## src/rtl/branch_hazard_ctrl_pkg.sv

```systemverilog
// -----------------------------------------------------------------------------
// branch_hazard_ctrl_pkg
//   Shared defines for the integer pipeline control logic: the branch funct3
//   codes used by the branch unit, and the state encodings of the
//   branch/load-use hazard controller.
// -----------------------------------------------------------------------------
package branch_hazard_ctrl_pkg;

    // Branch funct3 codes (RV32I B-type)
    localparam logic [2:0] F3_BEQ  = 3'b000;
    localparam logic [2:0] F3_BNE  = 3'b001;
    localparam logic [2:0] F3_BLT  = 3'b100;
    localparam logic [2:0] F3_BGE  = 3'b101;
    localparam logic [2:0] F3_BLTU = 3'b110;
    localparam logic [2:0] F3_BGEU = 3'b111;

    // Hazard controller FSM states
    typedef enum logic [1:0] {
        ST_RUN   = 2'd0,
        ST_STALL = 2'd1,
        ST_FLUSH = 2'd2
    } hz_state_t;

    // Width of the stall/flush down-counter
    localparam int HZ_CNT_W = 3;

    // Load-use hazard: the load in EX writes a register the ID instruction reads.
    // x0 is never a real dependency.
    function automatic logic load_use_hazard(
        input logic       memread_ex,
        input logic [4:0] rd_ex,
        input logic [4:0] rs1_id,
        input logic [4:0] rs2_id,
        input logic       use_rs1_id,
        input logic       use_rs2_id
    );
        return memread_ex && (rd_ex != 5'd0) &&
               ((use_rs1_id && (rs1_id == rd_ex)) ||
                (use_rs2_id && (rs2_id == rd_ex)));
    endfunction

endpackage

```

## src/rtl/branch_hazard_ctrl_sat_counter.sv

```systemverilog
// -----------------------------------------------------------------------------
// sat_counter
//   Saturating up-counter for pipeline statistics. Counts one per cycle with
//   inc high, sticks at all-ones and never wraps.
//
// Ports
//   clk    in   clock, rising edge
//   rst_n  in   asynchronous active-low reset, clears the count
//   inc    in   increment request
//   count  out  current count [width-1:0]
// -----------------------------------------------------------------------------
module sat_counter #(
    parameter int width = 16
) (
    input  logic             clk,
    input  logic             rst_n,
    input  logic             inc,
    output logic [width-1:0] count
);

    // NOTE: state is updated with non-blocking assignments so every flop
    // samples the pre-edge values, independent of block evaluation order.
    always_ff @(posedge clk or negedge rst_n) begin
        if (!rst_n) begin
            count <= '0;
        end else if (inc && (count != {width{1'b1}})) begin
            count <= count + 1'b1;
        end
    end

endmodule

```

## src/rtl/branch_hazard_ctrl.sv

```systemverilog
// -----------------------------------------------------------------------------
// branch_hazard_ctrl
//   Control-hazard and load-use hazard unit for a 5-stage pipeline.
//   - A taken branch or jump resolved in EX redirects fetch to target_ex and
//     squashes the wrong-path instructions in IF/ID and ID/EX, then keeps
//     flushing for FLUSH_CYCLES further cycles.
//   - A load in EX feeding the instruction in ID freezes PC and IF/ID for
//     LOAD_STALL cycles while bubbles go into ID/EX.
//   Outputs are decoded combinationally from state and the current EX/ID
//   inputs, so the redirect takes effect in the same cycle it is resolved.
//
// Ports
//   clk, rst_n                    clock, asynchronous active-low reset
//   branch_taken_ex, jump_ex      redirect sources from EX
//   target_ex[31:0]               redirect address
//   memread_ex, rd_ex[4:0]        load in EX and its destination
//   rs1_id, rs2_id[4:0]           ID source registers
//   use_rs1_id, use_rs2_id        ID actually reads that source
//   pc_write, ifid_write          PC / IF-ID enables
//   ifid_flush, idex_flush        bubble insertion
//   pc_sel, pc_target[31:0]       next-PC select and redirect address
//   redirect_cnt, stall_cnt       saturating statistics [CNT_W-1:0]
// -----------------------------------------------------------------------------
module branch_hazard_ctrl
    import branch_hazard_ctrl_pkg::*;
#(
    parameter int FLUSH_CYCLES = 1,   // 0..7
    parameter int LOAD_STALL   = 1,   // 1..7
    parameter int CNT_W        = 16
) (
    input  logic             clk,
    input  logic             rst_n,
    input  logic             branch_taken_ex,
    input  logic             jump_ex,
    input  logic [31:0]      target_ex,
    input  logic             memread_ex,
    input  logic [4:0]       rd_ex,
    input  logic [4:0]       rs1_id,
    input  logic [4:0]       rs2_id,
    input  logic             use_rs1_id,
    input  logic             use_rs2_id,
    output logic             pc_write,
    output logic             ifid_write,
    output logic             ifid_flush,
    output logic             idex_flush,
    output logic             pc_sel,
    output logic [31:0]      pc_target,
    output logic [CNT_W-1:0] redirect_cnt,
    output logic [CNT_W-1:0] stall_cnt
);

    localparam logic [HZ_CNT_W-1:0] FLUSH_INIT = HZ_CNT_W'(FLUSH_CYCLES);
    localparam logic [HZ_CNT_W-1:0] STALL_INIT = HZ_CNT_W'(LOAD_STALL - 1);

    hz_state_t           state_q, state_d;
    logic [HZ_CNT_W-1:0] cnt_q,   cnt_d;
    logic                redirect;
    logic                hazard;
    logic                redirect_inc;
    logic                stall_inc;

    assign redirect  = branch_taken_ex | jump_ex;
    assign hazard    = load_use_hazard(memread_ex, rd_ex, rs1_id, rs2_id,
                                       use_rs1_id, use_rs2_id);
    assign pc_target = target_ex;

    // ------------------------------------------------------------------
    // Next state and Mealy outputs
    // ------------------------------------------------------------------
    // NOTE: every signal written here gets a default first, so no path
    // leaves one unassigned and no latch is inferred.
    always_comb begin
        state_d      = state_q;
        cnt_d        = cnt_q;
        pc_write     = 1'b1;
        ifid_write   = 1'b1;
        ifid_flush   = 1'b0;
        idex_flush   = 1'b0;
        pc_sel       = 1'b0;
        redirect_inc = 1'b0;
        stall_inc    = 1'b0;

        if (state_q == ST_FLUSH) begin
            // Instructions arriving now are wrong-path: squash them and
            // ignore whatever redirect or hazard they appear to carry.
            ifid_flush = 1'b1;
            idex_flush = 1'b1;
            cnt_d      = cnt_q - 1'b1;
            if (cnt_q <= 1) begin
                state_d = ST_RUN;
                cnt_d   = '0;
            end
        end else if (redirect) begin
            // From RUN or STALL: a redirect wins over any load-use stall,
            // since the stalled instruction is itself on the wrong path.
            pc_sel       = 1'b1;
            ifid_flush   = 1'b1;
            idex_flush   = 1'b1;
            redirect_inc = 1'b1;
            if (FLUSH_CYCLES == 0) begin
                state_d = ST_RUN;
                cnt_d   = '0;
            end else begin
                state_d = ST_FLUSH;
                cnt_d   = FLUSH_INIT;
            end
        end else if ((state_q == ST_STALL) || hazard) begin
            // Freeze fetch/decode, bubble into EX.
            pc_write   = 1'b0;
            ifid_write = 1'b0;
            idex_flush = 1'b1;
            stall_inc  = 1'b1;
            if (state_q == ST_RUN) begin
                // The current cycle is the first stall cycle.
                if (LOAD_STALL <= 1) begin
                    state_d = ST_RUN;
                    cnt_d   = '0;
                end else begin
                    state_d = ST_STALL;
                    cnt_d   = STALL_INIT;
                end
            end else begin
                cnt_d = cnt_q - 1'b1;
                if (cnt_q <= 1) begin
                    state_d = ST_RUN;
                    cnt_d   = '0;
                end
            end
        end

        // Hold the pipeline quiet and flushed while in reset.
        if (!rst_n) begin
            pc_write     = 1'b0;
            ifid_write   = 1'b0;
            ifid_flush   = 1'b1;
            idex_flush   = 1'b1;
            pc_sel       = 1'b0;
            redirect_inc = 1'b0;
            stall_inc    = 1'b0;
        end
    end

    // ------------------------------------------------------------------
    // State register; reset aborts any stall or flush in progress
    // ------------------------------------------------------------------
    always_ff @(posedge clk or negedge rst_n) begin
        if (!rst_n) begin
            state_q <= ST_RUN;
            cnt_q   <= '0;
        end else begin
            state_q <= state_d;
            cnt_q   <= cnt_d;
        end
    end

    // ------------------------------------------------------------------
    // Statistics
    // ------------------------------------------------------------------
    sat_counter #(.width(CNT_W)) u_redirect_cnt (
        .clk   (clk),
        .rst_n (rst_n),
        .inc   (redirect_inc),
        .count (redirect_cnt)
    );

    sat_counter #(.width(CNT_W)) u_stall_cnt (
        .clk   (clk),
        .rst_n (rst_n),
        .inc   (stall_inc),
        .count (stall_cnt)
    );

endmodule

```

## config.mk

```make
export PLATFORM = sky130hd
export DESIGN_NAME = branch_hazard_ctrl
export DESIGN_NICKNAME = d
export VERILOG_FILES = /design/src/rtl/branch_hazard_ctrl_pkg.sv /design/src/rtl/branch_hazard_ctrl_sat_counter.sv /design/src/rtl/branch_hazard_ctrl.sv
export SDC_FILE = /design/constraint.sdc
export NUM_CORES = 1
export LEC_CHECK = 0
export ABC_CLOCK_PERIOD_IN_PS = 1800
export BUFFER_PORTS_ARGS = -buffer_cell sky130_fd_sc_hd__buf_4
export CAP_MARGIN = 20
export CORE_ASPECT_RATIO = 1.75
export CORE_MARGIN = 3
export CORE_UTILIZATION = 40
export CTS_CLUSTER_DIAMETER = 120
export DETAILED_ROUTE_END_ITERATION = 8
export PLACE_DENSITY = 0.85
export RECOVER_POWER = 100
export REMOVE_ABC_BUFFERS = 1
export SLEW_MARGIN = 20
export SYNTH_ARGS = -nofsm -noshare
export SYNTH_HDL_FRONTEND = slang
export SYNTH_SLANG_ARGS = --single-unit
```

## constraint.sdc

```tcl
create_clock -name clk -period 1.8 [get_ports clk]
set_input_delay 0.18 -clock clk [delete_from_list [all_inputs] [get_ports clk]]
set_output_delay 0.18 -clock clk [all_outputs]
set_load 0.02 [all_outputs]
```

==> impl_metrics.py, run 1 <==
metrics = {
    "status": {
        "status": "finished with violations",
        "violations": "setup timing",
    },
    "power": {
        "ir_drop_mv": 0.8438,
        "combPwrFrac_pct": 34.0,
        "swShare_pct": 34.19,
        "p_per_area_nw_per_um2": 810.8,
        "power.leakage_nw": 1.344,
        "clkPwrFrac_pct": 24.2,
        "intPower_mw": 1.572,
        "p_seq_share_pct": 41.7,
        "switchingPower_mw": 0.8168,
    },
    "setup_path": {
        "path_max_fanout": 4,
        "cp-end-kind": "register",
        "arrival_ns": 2.01,
        "crit_type": "register to register",
        "cp_data_required_time_ns": 1.96,
        "startpoint_type": "register",
    },
    "synth": {
        "synth_cell_type_count": 40,
        "yosys-top-cells-count": "dfrtp_1 (37), buf_4 (33), xnor2_1 (30)",
        "yosysSeqAreaShare_pct": 42.02,
        "syn_avg_cell_area_um2": 10.11,
        "synth_top_area_cell": "dfrtp_1",
        "yosys_warnings": 0,
        "ys_top_cells_by_area": "dfrtp_1 (42%), xnor2_1 (12%), buf_4 (11%)",
        "ys.flop_type": "dfrtp_1",
        "netlist_instances": 218,
        "async_flop_share_pct": 100.0,
        "synth_top_area_share_pct": 42.02,
        "synth_most_common_cell": "dfrtp_1",
        "synth_area_um2": 2203,
        "synth.ff_latch_count": 37,
        "synth_edf_count": 0,
    },
    "layout": {
        "num_antenna_cells": 0,
        "multi_input_area_um2": 1125,
        "seq_area_um2": 925.9,
        "fillCellCount": 478,
        "synthToLayoutAreaGrowth_pct": 33.73,
        "post_route_cells_drive_above_1_share_pct": 37.58,
        "stdcell_count": 372,
        "fin_nets": 355,
    },
    "floorplanning": {
        "start_util_pct": 41.58,
        "rows": 35,
        "core_area_um2": 5299,
        "die_area_um2": 6470,
        "die_x_um": 62.11,
        "die_y_um": 104.2,
        "pin_count": 123,
    },
    "cts": {
        "cts_root_buffer": "clkbuf_8",
        "cts.sinks": 37,
        "clk_pin_slew_worst_paths_ns": 0.08,
        "cts_tree": "done",
        "clk_path_buf_depth": 2,
        "htreeDepth": 2,
        "cts_inserted_buffers": 5,
        "insertion_delay_ns": 0.28,
    },
    "job": {
        "drv_cap": 0,
    },
    "timing": {
        "min_period_over_period_pct": 102.5,
        "drv_slew": 0,
        "whs_ns": 0.2663,
        "rsz0062_at_grt": "true",
        "timing.final.ws_setup_ns": -0.04437,
        "fin_skew_ns": 0.006973,
        "clock.fmax_mhz": 542.2,
        "worst_pin_slew_ns": 0.8356,
        "setup_violations": 4,
        "setup-tns-final_ns": -0.1326,
        "min_period_ns": 1.844,
        "hold_violations": 0,
        "max-slew-margin-rel_pct": 44.30,
    },
    "grt": {
        "overflow": 0,
        "met3_usage_pct": 11.35,
        "grt_max_degree": 33,
        "grt_pass1_vias": 2074,
        "grt_use_total_pct": 20.58,
        "grtUsageMet1_pct": 20.30,
        "antenna_found_initial": 0,
        "grt_pass1_wl_mm": 10.41,
        "grt_busiest_layer": "met2",
        "grtUsageMet2_pct": 36.27,
    },
    "placed_design": {
        "pre_cts_ws_ns": -0.07928,
        "place_congestion": 0.8935,
        "dp_cells": 351,
        "port_buffers": 58,
        "dp_hpwl_mm": 5.291,
    },
    "min_path": {
        "min_path_type": "input port to register",
    },
    "routing": {
        "num_vias": 1933,
        "dr.pass1.iters": 4,
        "wl_per_cell_um": 18.41,
        "postRouteAntennaNets": 0,
        "routed_via_density": 5.196,
        "wirelength_mm": 6.849,
        "drtIter0Drc": 66,
        "drc": 0,
    },
}
-- routing by layer --
layer,vias up,wire length (µm)
met4,0,144
met5,-,0
met3,16,848
li1,876,-
met1,937,2380
met2,104,3476
-- flip-flops by register name, indices dropped and copies added, names as in the netlist --
register,cells
u_stall_cnt.count,16
state_q,2
cnt_q,3
u_redirect_cnt.count,16
-- layout by cell type, fill, tap and decap left out, types with 2 or more instances in the layout --
cell type | netlist | routed
a21oi_1 | 2 | 2
and2_1 | 2 | 2
and3_1 | 6 | 5
and4_4 | 1 | 2
buf_4 | 33 | 69
buf_6 | 0 | 3
clkbuf_1 | 0 | 31
clkbuf_8 | 0 | 5
clkinvlp_4 | 0 | 3
dfrtp_1 | 37 | 37
dlygate4sd3_1 | 0 | 2
ha_1 | 4 | 3
inv_1 | 5 | 5
nand2_1 | 15 | 15
nand2b_1 | 3 | 2
nand3_1 | 11 | 9
nand3_2 | 0 | 2
nand4_1 | 13 | 13
nor2_1 | 15 | 8
nor2_2 | 0 | 2
nor2_4 | 0 | 5
nor3_1 | 4 | 3
o21ai_2 | 1 | 2
or2_2 | 2 | 2
xnor2_1 | 30 | 30
xor2_1 | 10 | 10
-- cell families (layout without fill, tap and decap cells) --
family	Yosys count	count (layout)	share of synthesized area [%]
XOR/XNOR	40	40	15.90
AND/OR/NAND/NOR	79	79	18.74
multiplexers	2	2	1.022
flip-flops	37	37	42.02
buffers and inverters	39	119	12.32
AO/OA/AOI/OAI	17	17	7.723
adder cells (fa/ha/maj)	4	4	2.272
-- power by group through the flow --
| stage | Clock, mW | Combinational, mW | Sequential [mW] |
|---|---|---|---|
| 3_3_place_gp | 0 | 0.754 | 1.01 |
| 6_report | 0.579 | 0.813 | 0.997 |
| 3_5_place_dp | 0 | 0.783 | 1.02 |
| 4_1_cts | 0.595 | 0.837 | 0.999 |
| 5_1_grt | 0.635 | 0.891 | 1.01 |
| 2_1_floorplan | 0 | 0.330 | 1.10 |
-- area by class of cell --
class,count,share of cell area [%]
clock buffer,5,2.335
clock inverter,3,0.7643
inverter,5,0.6369
multi-input combinational,142,38.17
sequential,37,31.42
tap,74,3.142
timing repair buffer,106,23.52
-- worst paths after layout --
kind,start,endpoint,slack (ns),depth (start not counted)
worst max-delay path,u_stall_cnt.count[1]$_DFFE_PN0P_,u_stall_cnt.count[13]$_DFFE_PN0P_,-0.04,7
worst min-delay path,branch_taken_ex,state_q[1]$_DFFE_PN0P_,0.27,3
worst max register to register,u_stall_cnt.count[1]$_DFFE_PN0P_,u_stall_cnt.count[13]$_DFFE_PN0P_,-0.04,7
worst min register to register,cnt_q[1]$_DFFE_PN0P_,cnt_q[1]$_DFFE_PN0P_,0.49,2
max in group asynchronous,rst_n,state_q[0]$_DFFE_PN0P_,0.45,4
min in group asynchronous,rst_n,u_stall_cnt.count[1]$_DFFE_PN0P_,0.83,4
-- through the flow --
stage	power (mW)	util, %	instance area (µm²)
floorplan	1.435	-	1951
global placement	1.764	51.74	2741
detailed placement	1.801	51.74	2741
CTS	2.431	55.44	2938
global route	2.540	55.61	2947
finish	2.389	55.61	2947
-- critical path: stages, from the launching register on --
cell and delay [ns]:
dfrtp_1 0.41, ha_2 0.21, nand4_1 0.17, buf_4 0.16, nor2_2 0.05, a2111oi_4 0.41, nand4_1 0.17, xnor2_1 0.15
-- timing repair --
action | CTS | global route
hold buffers | 3 | 0
gates resized for setup | 10 | 24
endpoints found under the setup margin | 13 | 26
hold endpoints to repair | 5 | 0
pin swaps | 3 | 17
setup buffers | 4 | 7
Note: power is estimated with default switching activity, not from simulation.
==> run 2: changes to the inputs <==
--- a/config.mk
+++ b/config.mk
@@ -15,7 +15,6 @@
 export DETAILED_ROUTE_END_ITERATION = 8
 export PLACE_DENSITY = 0.85
 export RECOVER_POWER = 100
-export REMOVE_ABC_BUFFERS = 1
 export SLEW_MARGIN = 20
 export SYNTH_ARGS = -nofsm -noshare
 export SYNTH_HDL_FRONTEND = slang
==> impl_metrics.py, run 2 (synthesis results as in run 1) <==
metrics = {
    "status": {
        "status": "finished with violations",
        "violations": "setup timing",
    },
    "placed_design": {
        "place_congestion": 0.8412,
        "dp_hpwl_mm": 4.159,
        "port_buffers": 58,
        "dp_cells": 354,
        "placed_cell_area_um2": 2818,
    },
    "power": {
        "ir_drop_mv": 0.8325,
        "p_per_area_nw_per_um2": 859.0,
        "power.leakage_nw": 1.334,
    },
    "floorplanning": {
        "core_area_um2": 5299,
        "pin_count": 123,
        "die_y_um": 104.2,
        "die_x_um": 62.11,
        "rows": 35,
        "start_util_pct": 41.58,
        "die_area_um2": 6470,
    },
    "timing": {
        "clock.fmax_mhz": 542.0,
        "hold_violations": 0,
        "timing.final.ws_setup_ns": -0.04511,
        "min_period_ns": 1.845,
        "drv_slew": 0,
        "worst_pin_slew_ns": 0.6333,
        "max-slew-margin-rel_pct": 57.78,
        "setup_violations": 8,
        "rsz0062_at_grt": "true",
        "min_period_over_period_pct": 102.5,
        "whs_ns": 0.2770,
        "fin_skew_ns": 0.009686,
    },
    "setup_path": {
        "crit_type": "register to register",
        "cpPeakStageDelay_ns": 0.43,
        "startpoint_type": "register",
        "path_buf_inv": 1,
        "crit_slowest_cell": "dfrtp_2",
        "cp-end-kind": "register",
        "arrival_ns": 2.01,
        "cp_data_required_time_ns": 1.97,
        "path_max_fanout": 8,
        "crit_family": "flip-flops",
        "path_cells": "ha_4 -> nand4_1 -> nor3_2 -> a221oi_2 -> nand2_2 -> buf_12 -> mux2_2",
    },
    "layout": {
        "seq_area_um2": 937.1,
        "layout_common_cells": "buf_4 (68), clkbuf_1 (32), xnor2_1 (30), dfrtp_1 (28), nand2_1 (15)",
        "synthToLayoutAreaGrowth_pct": 34.81,
        "final_util_pct": 56.06,
        "num_antenna_cells": 0,
        "final_common_cell": "buf_4",
        "fin_area_um2": 2970,
        "largestRegisters": "u_redirect_cnt.count (16), u_stall_cnt.count (16), cnt_q (3)",
        "stdcell_count": 370,
        "post_route_cells_drive_above_1_share_pct": 40.20,
        "fin_nets": 353,
        "fillCellCount": 495,
        "multi_input_area_um2": 1125,
    },
    "routing": {
        "wirelength_mm": 5.834,
        "routed_via_density": 5.065,
        "dr.pass1.iters": 4,
        "postRouteAntennaNets": 0,
        "wl_per_cell_um": 15.77,
        "num_vias": 1874,
        "drtIter0Drc": 49,
        "drc": 0,
    },
    "cts": {
        "htreeDepth": 2,
        "cts_inserted_buffers": 5,
        "insertion_delay_ns": 0.28,
        "cts_tree": "done",
        "clk_path_buf_depth": 2,
        "cts_root_buffer": "clkbuf_8",
        "clk_pin_slew_worst_paths_ns": 0.07,
        "cts.sinks": 37,
    },
    "min_path": {
        "min_path_type": "input port to register",
    },
    "grt": {
        "grt_use_total_pct": 16.67,
        "antenna_found_initial": 0,
        "grt_max_degree": 26,
        "grt_pass1_vias": 1956,
        "grt_pass1_wl_mm": 8.894,
        "overflow": 0,
    },
    "synth": {
        "syn_nets": 276,
    },
    "job": {
        "drv_cap": 0,
    },
}
[run 2: what timing repair did]
action | 4_1_cts | 5_1_grt
hold buffers | 1 | 0
hold endpoints to repair | 37 | 0
pin swaps | 2 | 14
gates resized for setup | 4 | 16
buffers inserted | 4 | 3
setup endpoints to repair | 6 | 21
[run 2: report_power, final]
group / internal (mW) / total [mW] / switching, mW / leakage, nW
clock: 0.451 / 0.744 / 0.293 / 0.0574
combinational: 0.356 / 0.782 / 0.426 / 0.796
sequential: 0.933 / 1.03 / 0.0931 / 0.481
[run 2: layout make-up]
type / count / share of cell area, %
Clock inverter: 2 / 1.264
Tap cell: 74 / 3.117
Timing Repair Buffer: 104 / 22.79
Sequential cell: 37 / 31.55
Clock buffer: 6 / 2.780
Multi-Input combinational cell: 142 / 37.87
Inverter: 5 / 0.6318
[run 2: layer usage]
| layer | vias up | track usage (%) | part of all wire, % | wire (µm) |
|---|---|---|---|---|
| met5 | - | 0 | 0 | 0 |
| li1 | 871 | - | - | - |
| met3 | 28 | 4.000 | 5.8 | 340 |
| met2 | 84 | 31.10 | 57 | 3304 |
| met4 | 0 | 9.177 | 3.6 | 210 |
| met1 | 891 | 16.49 | 34 | 1979 |
[run 2: worst register-to-register path, cell delays in order (launching register included)]
cell	delay (ns)
dfrtp_2	0.43
ha_4	0.17
nand4_1	0.17
nor3_2	0.09
a221oi_2	0.31
nand2_2	0.13
buf_12	0.17
mux2_2	0.26
[run 2: worst paths after layout]
path                                                       start                          endpoint  slack (ns)  cells past startpoint
max in group asynchronous                                  rst_n  u_stall_cnt.count[2]$_DFFE_PN0P_        0.76                      3
worst max register to register  u_stall_cnt.count[1]$_DFFE_PN0P_  u_stall_cnt.count[1]$_DFFE_PN0P_       -0.05                      7
worst min register to register              cnt_q[1]$_DFFE_PN0P_              cnt_q[1]$_DFFE_PN0P_        0.49                      2
worst min-delay path                                     jump_ex            state_q[1]$_DFFE_PN0P_        0.28                      3
min in group asynchronous                                  rst_n            state_q[0]$_DFFE_PN0P_        0.41                      3
worst max-delay path            u_stall_cnt.count[1]$_DFFE_PN0P_  u_stall_cnt.count[1]$_DFFE_PN0P_       -0.05                      7
[run 2: per-stage QoR]
stage | power [mW] | worst slack (ns) | setup TNS, ns
after global placement | 1.801 | -0.003873 | -0.008211
final | 2.552 | -0.04511 | -0.1634
after CTS | 2.622 | -0.03302 | -0.05790
after floorplan | 1.577 | -0.01310 | -0.01310
after detailed placement | 1.844 | -0.04947 | -0.2626
after global routing | 2.706 | -0.08792 | -1.011
